**config.mk**
```make
export PLATFORM = sky130hd
export DESIGN_NAME = ad_bus_arbiter
export DESIGN_NICKNAME = d
export VERILOG_FILES = /design/src/rtl/spi_berry_pkg.sv /design/src/rtl/ad_bus_pend_slot.sv /design/src/rtl/ad_bus_arbiter.sv
export SDC_FILE = /design/constraint.sdc
export NUM_CORES = 1
export LEC_CHECK = 0
export ABC_CLOCK_PERIOD_IN_PS = 2400
export CORE_ASPECT_RATIO = 0.9
export CORE_MARGIN = 4
export CORE_UTILIZATION = 47
export DETAILED_ROUTE_END_ITERATION = 10
export PLACE_DENSITY = 0.86
export SETUP_SLACK_MARGIN = 0.5
export SYNTH_ARGS = -nofsm -noshare
export SYNTH_HDL_FRONTEND = slang
export SYNTH_HIERARCHICAL = 1
export SYNTH_SLANG_ARGS = --single-unit
```
**constraint.sdc**
```tcl
create_clock -name clk -period 2.4 [get_ports clk]
set_clock_uncertainty 0.2 [all_clocks]
set_input_delay 0.6 -clock clk [delete_from_list [all_inputs] [get_ports clk]]
set_output_delay 0.6 -clock clk [all_outputs]
set_load 0.05 [all_outputs]
```
**src/rtl/spi_berry_pkg.sv**
```systemverilog
// Shared encodings and constants for the address/data bus arbiter.
// Error read data is a wide all-ones constant sliced down to the bus width.
package spi_berry_pkg;

  typedef enum logic {
    ST_IDLE = 1'b0,
    ST_XFER = 1'b1
  } state_e;

  typedef enum logic {
    OWN_M0 = 1'b0,
    OWN_M1 = 1'b1
  } owner_e;

  localparam int unsigned TIMEOUT_DEFAULT = 255;
  localparam int unsigned MAX_DATA_WIDTH  = 64;
  localparam logic [MAX_DATA_WIDTH-1:0] ERR_DATA = '1;

endpackage

```
**src/rtl/ad_bus_pend_slot.sv**
```systemverilog
// One-deep capture register for single-cycle SPI strobes, with a sticky overrun flag.
// A strobe is latched on the next edge; the slot may be refilled in the cycle it is taken.
module ad_bus_pend_slot #(
  parameter int ADDR_WIDTH = 16,
  parameter int DATA_WIDTH = 16
) (
  input  logic                  clk,
  input  logic                  reset,
  input  logic                  wr_i,
  input  logic                  rd_i,
  input  logic [ADDR_WIDTH-1:0] addr_i,
  input  logic [DATA_WIDTH-1:0] wdata_i,
  input  logic                  take_i,
  input  logic                  clr_ovr_i,
  output logic                  pend_o,
  output logic                  we_o,
  output logic [ADDR_WIDTH-1:0] addr_o,
  output logic [DATA_WIDTH-1:0] wdata_o,
  output logic                  overrun_o
);

  logic                  strobe;
  logic                  accept;
  logic                  pend_q, pend_d;
  logic                  we_q, we_d;
  logic                  ovr_q, ovr_d;
  logic [ADDR_WIDTH-1:0] addr_q, addr_d;
  logic [DATA_WIDTH-1:0] wdata_q, wdata_d;

  always_comb begin
    strobe  = wr_i | rd_i;
    accept  = strobe & (~pend_q | take_i);
    pend_d  = pend_q;
    we_d    = we_q;
    addr_d  = addr_q;
    wdata_d = wdata_q;
    ovr_d   = ovr_q;
    if (take_i) begin
      pend_d = 1'b0;
    end
    if (accept) begin
      pend_d  = 1'b1;
      we_d    = wr_i;
      addr_d  = addr_i;
      wdata_d = wdata_i;
    end
    if (clr_ovr_i) begin
      ovr_d = 1'b0;
    end
    // A dropped strobe outranks a clear arriving in the same cycle.
    if (strobe & ~accept) begin
      ovr_d = 1'b1;
    end
  end

  always_ff @(posedge clk) begin
    if (reset) begin
      pend_q  <= 1'b0;
      we_q    <= 1'b0;
      ovr_q   <= 1'b0;
      addr_q  <= '0;
      wdata_q <= '0;
    end else begin
      pend_q  <= pend_d;
      we_q    <= we_d;
      ovr_q   <= ovr_d;
      addr_q  <= addr_d;
      wdata_q <= wdata_d;
    end
  end

  assign pend_o    = pend_q;
  assign we_o      = we_q;
  assign addr_o    = addr_q;
  assign wdata_o   = wdata_q;
  assign overrun_o = ovr_q;

endmodule

```
**src/rtl/ad_bus_arbiter.sv**
```systemverilog
// Round-robin arbiter sharing one Wishbone classic master between the SPI bus and a req/ack master.
// One cycle in IDLE per grant, registered Wishbone outputs, abort with all-ones data on timeout.
module ad_bus_arbiter
  import spi_berry_pkg::*;
#(
  parameter int ADDR_WIDTH = 16,
  parameter int DATA_WIDTH = 16,
  parameter int TIMEOUT    = TIMEOUT_DEFAULT
) (
  input  logic                  clk,
  input  logic                  reset,
  input  logic [ADDR_WIDTH-1:0] m0_addr,
  input  logic [DATA_WIDTH-1:0] m0_wdata,
  input  logic                  m0_wr,
  input  logic                  m0_rd,
  output logic [DATA_WIDTH-1:0] m0_rdata,
  output logic                  m0_busy,
  output logic                  m0_overrun,
  input  logic                  m0_clr_ovr,
  input  logic                  m1_req,
  input  logic                  m1_we,
  input  logic [ADDR_WIDTH-1:0] m1_addr,
  input  logic [DATA_WIDTH-1:0] m1_wdata,
  output logic                  m1_ack,
  output logic [DATA_WIDTH-1:0] m1_rdata,
  output logic [ADDR_WIDTH-1:0] wb_adr_o,
  output logic [DATA_WIDTH-1:0] wb_dat_o,
  input  logic [DATA_WIDTH-1:0] wb_dat_i,
  output logic                  wb_we_o,
  output logic                  wb_stb_o,
  output logic                  wb_cyc_o,
  input  logic                  wb_ack_i,
  output logic                  err_timeout
);

  localparam logic [15:0]           TO_LOAD  = 16'(TIMEOUT);
  localparam logic [DATA_WIDTH-1:0] ERR_WORD = ERR_DATA[DATA_WIDTH-1:0];

  state_e                state_q, state_d;
  owner_e                owner_q, owner_d;
  owner_e                last_q, last_d;
  logic [ADDR_WIDTH-1:0] adr_q, adr_d;
  logic [DATA_WIDTH-1:0] dat_q, dat_d;
  logic                  we_q, we_d;
  logic                  stb_q, stb_d;
  logic [DATA_WIDTH-1:0] m0_rdata_q, m0_rdata_d;
  logic [DATA_WIDTH-1:0] m1_rdata_q, m1_rdata_d;
  logic                  m1_ack_q, m1_ack_d;
  logic                  err_q, err_d;
  logic [15:0]           cnt_q, cnt_d;

  logic                  pend0, p_we;
  logic [ADDR_WIDTH-1:0] p_addr;
  logic [DATA_WIDTH-1:0] p_wdata;
  logic                  idle, cand1, grant0, grant1, expired;

  ad_bus_pend_slot #(
    .ADDR_WIDTH(ADDR_WIDTH),
    .DATA_WIDTH(DATA_WIDTH)
  ) u_slot (
    .clk      (clk),
    .reset    (reset),
    .wr_i     (m0_wr),
    .rd_i     (m0_rd),
    .addr_i   (m0_addr),
    .wdata_i  (m0_wdata),
    .take_i   (grant0),
    .clr_ovr_i(m0_clr_ovr),
    .pend_o   (pend0),
    .we_o     (p_we),
    .addr_o   (p_addr),
    .wdata_o  (p_wdata),
    .overrun_o(m0_overrun)
  );

  // m1 is masked in its own ack cycle: its req is still high until it sees the ack.
  assign idle    = (state_q == ST_IDLE);
  assign cand1   = m1_req & ~m1_ack_q;
  assign grant0  = idle & pend0 & (~cand1 | (last_q == OWN_M1));
  assign grant1  = idle & cand1 & ~grant0;
  assign expired = ~wb_ack_i & (cnt_q == 16'd1);

  always_ff @(posedge clk) begin
    if (reset) begin
      state_q    <= ST_IDLE;
      owner_q    <= OWN_M0;
      last_q     <= OWN_M1;
      adr_q      <= '0;
      dat_q      <= '0;
      we_q       <= 1'b0;
      stb_q      <= 1'b0;
      m0_rdata_q <= '0;
      m1_rdata_q <= '0;
      m1_ack_q   <= 1'b0;
      err_q      <= 1'b0;
      cnt_q      <= '0;
    end else begin
      state_q    <= state_d;
      owner_q    <= owner_d;
      last_q     <= last_d;
      adr_q      <= adr_d;
      dat_q      <= dat_d;
      we_q       <= we_d;
      stb_q      <= stb_d;
      m0_rdata_q <= m0_rdata_d;
      m1_rdata_q <= m1_rdata_d;
      m1_ack_q   <= m1_ack_d;
      err_q      <= err_d;
      cnt_q      <= cnt_d;
    end
  end

  always_comb begin
    state_d = state_q;
    case (state_q)
      ST_IDLE: if (grant0 | grant1) state_d = ST_XFER;
      ST_XFER: if (wb_ack_i | expired) state_d = ST_IDLE;
      default: state_d = ST_IDLE;
    endcase
  end

  always_comb begin
    owner_d    = owner_q;
    last_d     = last_q;
    adr_d      = adr_q;
    dat_d      = dat_q;
    we_d       = we_q;
    stb_d      = stb_q;
    m0_rdata_d = m0_rdata_q;
    m1_rdata_d = m1_rdata_q;
    m1_ack_d   = 1'b0;
    err_d      = 1'b0;
    cnt_d      = cnt_q;
    if (state_q == ST_IDLE) begin
      if (grant0 | grant1) begin
        owner_d = grant0 ? OWN_M0 : OWN_M1;
        last_d  = grant0 ? OWN_M0 : OWN_M1;
        adr_d   = grant0 ? p_addr : m1_addr;
        dat_d   = grant0 ? p_wdata : m1_wdata;
        we_d    = grant0 ? p_we : m1_we;
        stb_d   = 1'b1;
        cnt_d   = TO_LOAD;
      end
    end else if (wb_ack_i | expired) begin
      stb_d    = 1'b0;
      err_d    = expired;
      m1_ack_d = (owner_q == OWN_M1);
      if (!we_q) begin
        if (owner_q == OWN_M0) m0_rdata_d = expired ? ERR_WORD : wb_dat_i;
        else                   m1_rdata_d = expired ? ERR_WORD : wb_dat_i;
      end
    end else begin
      cnt_d = cnt_q - 16'd1;
    end
  end

  always_comb begin
    m0_busy     = pend0 | ((state_q == ST_XFER) & (owner_q == OWN_M0));
    m0_rdata    = m0_rdata_q;
    m1_rdata    = m1_rdata_q;
    m1_ack      = m1_ack_q;
    wb_adr_o    = adr_q;
    wb_dat_o    = dat_q;
    wb_we_o     = we_q;
    wb_stb_o    = stb_q;
    wb_cyc_o    = stb_q;
    err_timeout = err_q;
  end

endmodule

```
## Word-level counts from Yosys, hierarchy flattened

Index checks and enable logic that the tools add are counted.

- Register bits: 122
- Bits of input ports: 88

- $add $sub $neg: 1
- Equal/unequal tests: 3
- Muxes and demuxes: 18
- Bitwise gates (word level): 25
- Reductions and logical operators: 9

Operators by type and width:

| operator | number |
|---|---|
| two-way mux 16 bit | 6 |
| equality test 16 x 1 -> 1 bit (second input constant) | 1 |
| subtractor 16 x 1 -> 16 bit (second input constant) | 1 |
| two-way mux 1 bit | 11 |
| NOT 1 bit | 10 |
| bitwise AND 1 bit | 9 |
| AND reduction 4 bit | 2 |
| bitwise OR 1 bit | 6 |
| AND reduction 2 bit | 3 |
| nonzero test 2 bit | 3 |
| OR reduction 3 bit | 1 |
| != test 2 x 1 -> 1 bit (second input constant) | 1 |
| != test 2 bit (second input constant) | 1 |
| one-hot mux 1 bit (2 select lines) | 1 |

## Longest topological paths before layout

- Depth in word-level cells: 10
- Gate-level depth with buffers: 10

## Modules after synthesis

The synthesis kept the hierarchy.

By module, submodules not included:

| module | times used | cells an instance | area each (um2) | sequential area each (um2) |
|---|---|---|---|---|
| ad_bus_arbiter | 1 | 394 | 3723.6 | 1741.7 |
| ad_bus_pend_slot | 1 | 160 | 1472.7 | 700.7 |

## Worst setup path before layout

OpenSTA, ideal clock, no wires.

- Path kind: register to register
- Start: register m1_ack_q (netlist: m1_ack)
- End: register u_slot.we_q (netlist: u_slot/we_o)
- Data arrival time: 2.060 ns
- Required time: 2.068 ns
- Setup slack: 0.008 ns
- Stages on the path, launching flop included: 9
- Buffers on the path: 3
- Clock period less this slack: 2.392 ns
- Cells stage by stage: dfxtp_1 nand2b_1 o211a_1 clkbuf_1 clkbuf_1 and2b_4 buf_6 o21ai_0 a21oi_1

- Word-level cells in the longest chain between the ends: 7

Ends and longest elaborated chain:

| item | RTL line | source |
|---|---|---|
| start: declaration | ad_bus_arbiter.sv:48 | `logic m1_ack_q, m1_ack_d;` |
| start signal: assignment | ad_bus_arbiter.sv:107 | `m1_ack_q <= m1_ack_d;` |
| NOT 1 bit | ad_bus_arbiter.sv:78 | `assign cand1 = m1_req & ~m1_ack_q;` |
| bitwise AND 1 bit | ad_bus_arbiter.sv:78 |  |
| NOT 1 bit | ad_bus_arbiter.sv:79 | `assign grant0 = idle & pend0 & (~cand1 \| (last_q == OWN_M1));` |
| bitwise OR 1 bit | ad_bus_arbiter.sv:79 |  |
| bitwise AND 1 bit | ad_bus_arbiter.sv:79 |  |
| net grant0 | ad_bus_arbiter.sv:55 | `logic idle, cand1, grant0, grant1, expired;` |
| bitwise OR 1 bit | ad_bus_pend_slot.sv:32 | `accept = strobe & (~pend_q \| take_i);` |
| bitwise AND 1 bit | ad_bus_pend_slot.sv:32 |  |
| end signal: assignment | ad_bus_pend_slot.sv:65 | `we_q <= we_d;` |
| end: declaration | ad_bus_pend_slot.sv:25 | `logic we_q, we_d;` |

The timed path passes the listed nets, and every way through them passes these cells.
A chain may end at the register's enable or synchronous reset.

## Final worst setup path

- Start: register cnt_q[0]
- End: register cnt_q[7]

- Word-level cells in the longest chain between the ends: 5
- Elaborated cells between the ends (all ways): 8

Ends and longest elaborated chain:

| item | RTL line | source |
|---|---|---|
| start: declaration | ad_bus_arbiter.sv:50 | `logic [15:0] cnt_q, cnt_d;` |
| start signal: assignment | ad_bus_arbiter.sv:109 | `cnt_q <= cnt_d;` |
| parallel branches: the longest is 5 deep, another holds subtractor 16 x 1 -> 16 bit | - |  |

Parallel ways; which one is timed is not known. The select of a mux whose other input is x is not followed.

==> load_flow_metrics.sql <==
INSERT INTO impl_metrics (metric_group, metric, value, unit) VALUES
('sta', 'layout_worst_path_cycle_share', '0.880', ''),
('critical_path', 'timing.critical_path.arrival', '2.25', 'ns'),
('clock_tree', 'tritoncts', 'built', ''),
('yosys', 'synth_seq_area_share', '0.470', ''),
('yosys', 'synth.net_count', '644', ''),
('clock_tree', 'clkLatencyLatePin', '0.41', 'ns'),
('power_and_ir_drop', 'total_power', '6.21', 'mW'),
('sta', 'slew_viol_final', '0', ''),
('yosys', 'synth.avg_cell_area', '9.38', 'µm²'),
('place', 'io_buffer_count', '158', ''),
('sta', 'maxSlewHeadroom', '0.689', ''),
('yosys', 'synth_cell_types', '53', ''),
('global_routing', 'grt.busiest_layer', 'met2', ''),
('global_routing', 'grt_antenna_before_repair', '0', ''),
('finish', 'layout-area-overhead-vs-synth', '46.8', '%'),
('power_and_ir_drop', 'power_frac_comb', '0.210', ''),
('place', 'detailed_place_hpwl', '10.6', 'mm'),
('finish', 'final-instance-count-excl-fill', '869', ''),
('yosys', 'synthesized_cell_area', '5200', 'µm²'),
('finish', 'antenna-diode-count', '0', ''),
('critical_path', 'critical_path.max_stage_delay', '0.55', 'ns'),
('yosys', 'synthTopCellsByArea', 'sky130_fd_sc_hd__dfxtp_1 (47%), sky130_fd_sc_hd__a21oi_1 (8.6%), sky130_fd_sc_hd__o221ai_1 (5.6%)', ''),
('routing', 'via_per_inst', '6.06', ''),
('clock_tree', 'clockRootBuffer', 'sky130_fd_sc_hd__clkbuf_16', ''),
('sta', 'fin_crit', '2.11', 'ns'),
('clock_tree', 'cts-htree-levels', '4', ''),
('critical_path', 'worst-path-buf-inv', '1', ''),
('floorplanning', 'boundaryPins', '159', ''),
('routing', 'routed_wl', '17.7', 'mm'),
('global_routing', 'grt_pass1_vias', '5430', ''),
('critical_path', 'worst_r2r_path_depth', '5', ''),
('global_routing', 'grt_pass1_wl', '26.7', 'mm'),
('global_routing', 'global_route.usage.total', '0.259', ''),
('status', 'status', 'complete, no violations', ''),
('sta', 'tightest_slew', '0.467', 'ns'),
('critical_path', 'crit_fanout', '3', ''),
('power_and_ir_drop', 'switching_power', '1.87', 'mW'),
('power_and_ir_drop', 'power.share.clock', '0.421', ''),
('floorplanning', 'core_area', '10800', 'µm²'),
('yosys', 'yosysTopAreaCell', 'sky130_fd_sc_hd__dfxtp_1', ''),
('power_and_ir_drop', 'fraction_of_power_spent_switching_nets', '0.301', ''),
('critical_path', 'crit_chain', 'or4_4 -> or3_4 -> buf_6 -> o211ai_1 -> o311a_1', ''),
('global_routing', 'grtUsageMet3', '0.0604', ''),
('global_routing', 'largest_net_degree_at_the_start_of_global_routing', '103', ''),
('power_and_ir_drop', 'seq_power_share', '0.369', ''),
('routing', 'initialDrtViolationCount', '403', ''),
('place', 'gp_routability_congestion', '0.825', ''),
('yosys', 'yosys_register_bits', '122', ''),
('sta', 'fmax', '473', 'MHz'),
('sta', 'finalWorstSetupSlack', '0.288', 'ns'),
('critical_path', 'setup.worst_path.start_class', 'flip-flop', ''),
('critical_path', 'cpMaxStageDelayCell', 'sky130_fd_sc_hd__or4_4', ''),
('power_and_ir_drop', 'power-per-cell-area', '815', 'nW/µm²'),
('critical_path', 'worstSetupPathType', 'flip-flop to flip-flop', ''),
('critical_path', 'required_worst_endpoint', '2.54', 'ns'),
('clock_tree', 'tritoncts.num_buffers', '17', ''),
('worst_hold_path', 'hold-path-cell-count', '2', ''),
('floorplanning', 'dieArea', '12800', 'µm²'),
('power_and_ir_drop', 'max-vdd-ir-drop', '0.619', 'mV'),
('yosys', 'synthesis.yosys.warnings', '6', ''),
('critical_path', 'cp_num_cells', '5', ''),
('yosys', 'syn_inst', '554', ''),
('power_and_ir_drop', 'internal_power', '4.34', 'mW'),
('floorplanning', 'fp.dieH', '108', 'µm'),
('run', 'drv_cap', '0', ''),
('place', 'dp_cells', '813', ''),
('routing', 'ant_nets', '0', ''),
('power_and_ir_drop', 'cellLeakagePower', '3.07', 'nW'),
('finish', 'finalNetCount', '814', ''),
('finish', 'postLayoutCellArea', '7630', 'µm²'),
('clock_tree', 'numClockSinks', '122', '');
-- cell usage in the layout (no fill, tap or decap), types with 3 or more instances in the layout --
cell type	synthesis	final
sky130_fd_sc_hd__a21oi_2	0	4
sky130_fd_sc_hd__o221ai_1	33	33
sky130_fd_sc_hd__o21a_1	16	16
sky130_fd_sc_hd__nor2_4	0	3
sky130_fd_sc_hd__nand2_1	37	36
sky130_fd_sc_hd__o21ai_0	5	3
sky130_fd_sc_hd__dfxtp_1	122	110
sky130_fd_sc_hd__buf_12	0	9
sky130_fd_sc_hd__buf_4	4	28
sky130_fd_sc_hd__bufinv_16	0	3
sky130_fd_sc_hd__buf_2	6	70
sky130_fd_sc_hd__inv_1	26	24
sky130_fd_sc_hd__or4_4	2	3
sky130_fd_sc_hd__clkdlybuf4s50_1	0	84
sky130_fd_sc_hd__nor4_4	3	4
sky130_fd_sc_hd__nand4_1	4	4
sky130_fd_sc_hd__clkbuf_16	0	17
sky130_fd_sc_hd__nor2_1	14	13
sky130_fd_sc_hd__dfxtp_2	0	8
sky130_fd_sc_hd__a311oi_2	0	3
sky130_fd_sc_hd__or3_1	4	3
sky130_fd_sc_hd__a21oi_1	89	84
sky130_fd_sc_hd__clkinvlp_4	0	3
sky130_fd_sc_hd__dfxtp_4	0	4
sky130_fd_sc_hd__nor3_4	2	3
sky130_fd_sc_hd__nor3_1	4	3
sky130_fd_sc_hd__and3_1	7	6
sky130_fd_sc_hd__o21ai_1	33	33
sky130_fd_sc_hd__o221a_1	16	16
sky130_fd_sc_hd__nand3b_1	33	33
sky130_fd_sc_hd__clkinv_4	0	5
sky130_fd_sc_hd__buf_6	10	8
-- registers in the layout, summed over array words and instances, names as in the netlist --
| signal | flops |
|---|---|
| last_q | 1 |
| wb_we_o | 1 |
| wb_adr_o | 16 |
| m1_rdata | 16 |
| cnt_q | 16 |
| err_timeout | 1 |
| m0_rdata | 16 |
| u_slot/we_o | 1 |
| wb_cyc_o | 1 |
| wb_dat_o | 16 |
| u_slot/addr_o | 16 |
| m1_ack | 1 |
| u_slot/wdata_o | 16 |
| u_slot/pend_o | 1 |
| owner_q | 1 |
| u_slot/overrun_o | 1 |
| state_q | 1 |
-- power groups by stage --
stage	registers (mW)	clock network [mW]	logic, mW
floorplan	2.59	0	0.498
global placement	2.32	0	1.20
detailed placement	2.33	0	1.24
CTS	2.28	2.63	1.23
global route	2.31	2.72	1.38
finish	2.29	2.62	1.30
-- Yosys cell counts (all sizes together) --
cell type and count:
nor4 5, a311o 1, nor4b 2, clkbuf 32, nand2b 4, o221ai 33
nand3 2, o221a 17, buf 20, a21o 1, o31ai 2, mux2 6
or4 4, a41oi 1, nand2 37, o311ai 1, o21ai 38, or3 5
nor2 16, a31oi 2, dfxtp 122, o211a 1, nand4 4, and2 2
or3b 2, nor3 7, o311a 1, and3 7, and4 1, ha 2
nand3b 33, nor2b 2, a211oi 4, a21oi 89, o21a 16, and2b 1
inv 26, a311oi 4, o211ai 1
-- kinds of logic after synthesis --
family	Yosys count	synth area share
simple gates	134	0.165
flops	122	0.470
fa+ha+maj	2	0.00482
mux	6	0.0130
compound gates	212	0.271
buf+inv	78	0.0754
-- worst reg2reg max path, stage by stage (launching register included) --
cell and delay, ns:
sky130_fd_sc_hd__dfxtp_2 0.33, sky130_fd_sc_hd__or4_4 0.55, sky130_fd_sc_hd__or3_4 0.38, sky130_fd_sc_hd__buf_6 0.14, sky130_fd_sc_hd__o211ai_1 0.22, sky130_fd_sc_hd__o311a_1 0.23
-- cell type report --
type	instances	area, µm²	area share
inverters	26	103	0.0135
repair buffers	203	1710	0.224
well taps	133	166	0.0218
flip-flops and latches	122	2470	0.324
multi-input cells	354	2570	0.337
clock buffers	18	439	0.0576
clock inverters	13	170	0.0223
-- stage by stage --
stage	utilization	hold slack, ns	TNS, ns
5_1_grt	0.705	0.271	0
6_report	0.705	0.255	0
2_1_floorplan	-	0.250	0
3_3_place_gp	0.642	0.239	-0.756
3_5_place_dp	0.642	0.246	-2.18
4_1_cts	0.689	0.258	0
-- routing by layer --
layer	wire length (µm)	vias up
met5	0	-
met4	626	0
met3	1040	60
met2	9400	253
met1	6670	2566
li1	-	2391
-- repair_timing --
action                                 CTS  global route
cloned                                   0             1
setup endpoints to repair              186            53
buffers inserted                        17             7
pin swaps                               11            15
gates resized for setup                374            34
endpoints found under the hold margin    0             0
-- path summary, 6_finish.rpt --
kind / start / endpoint / slack, ns
min: wb_dat_o[9] / wb_dat_o[9] / 0.25
min reg2reg: wb_dat_o[9] / wb_dat_o[9] / 0.25
max: cnt_q[0] / cnt_q[7] / 0.29
max reg2reg: cnt_q[0] / cnt_q[7] / 0.29
Power figures use the tool's default switching activity.
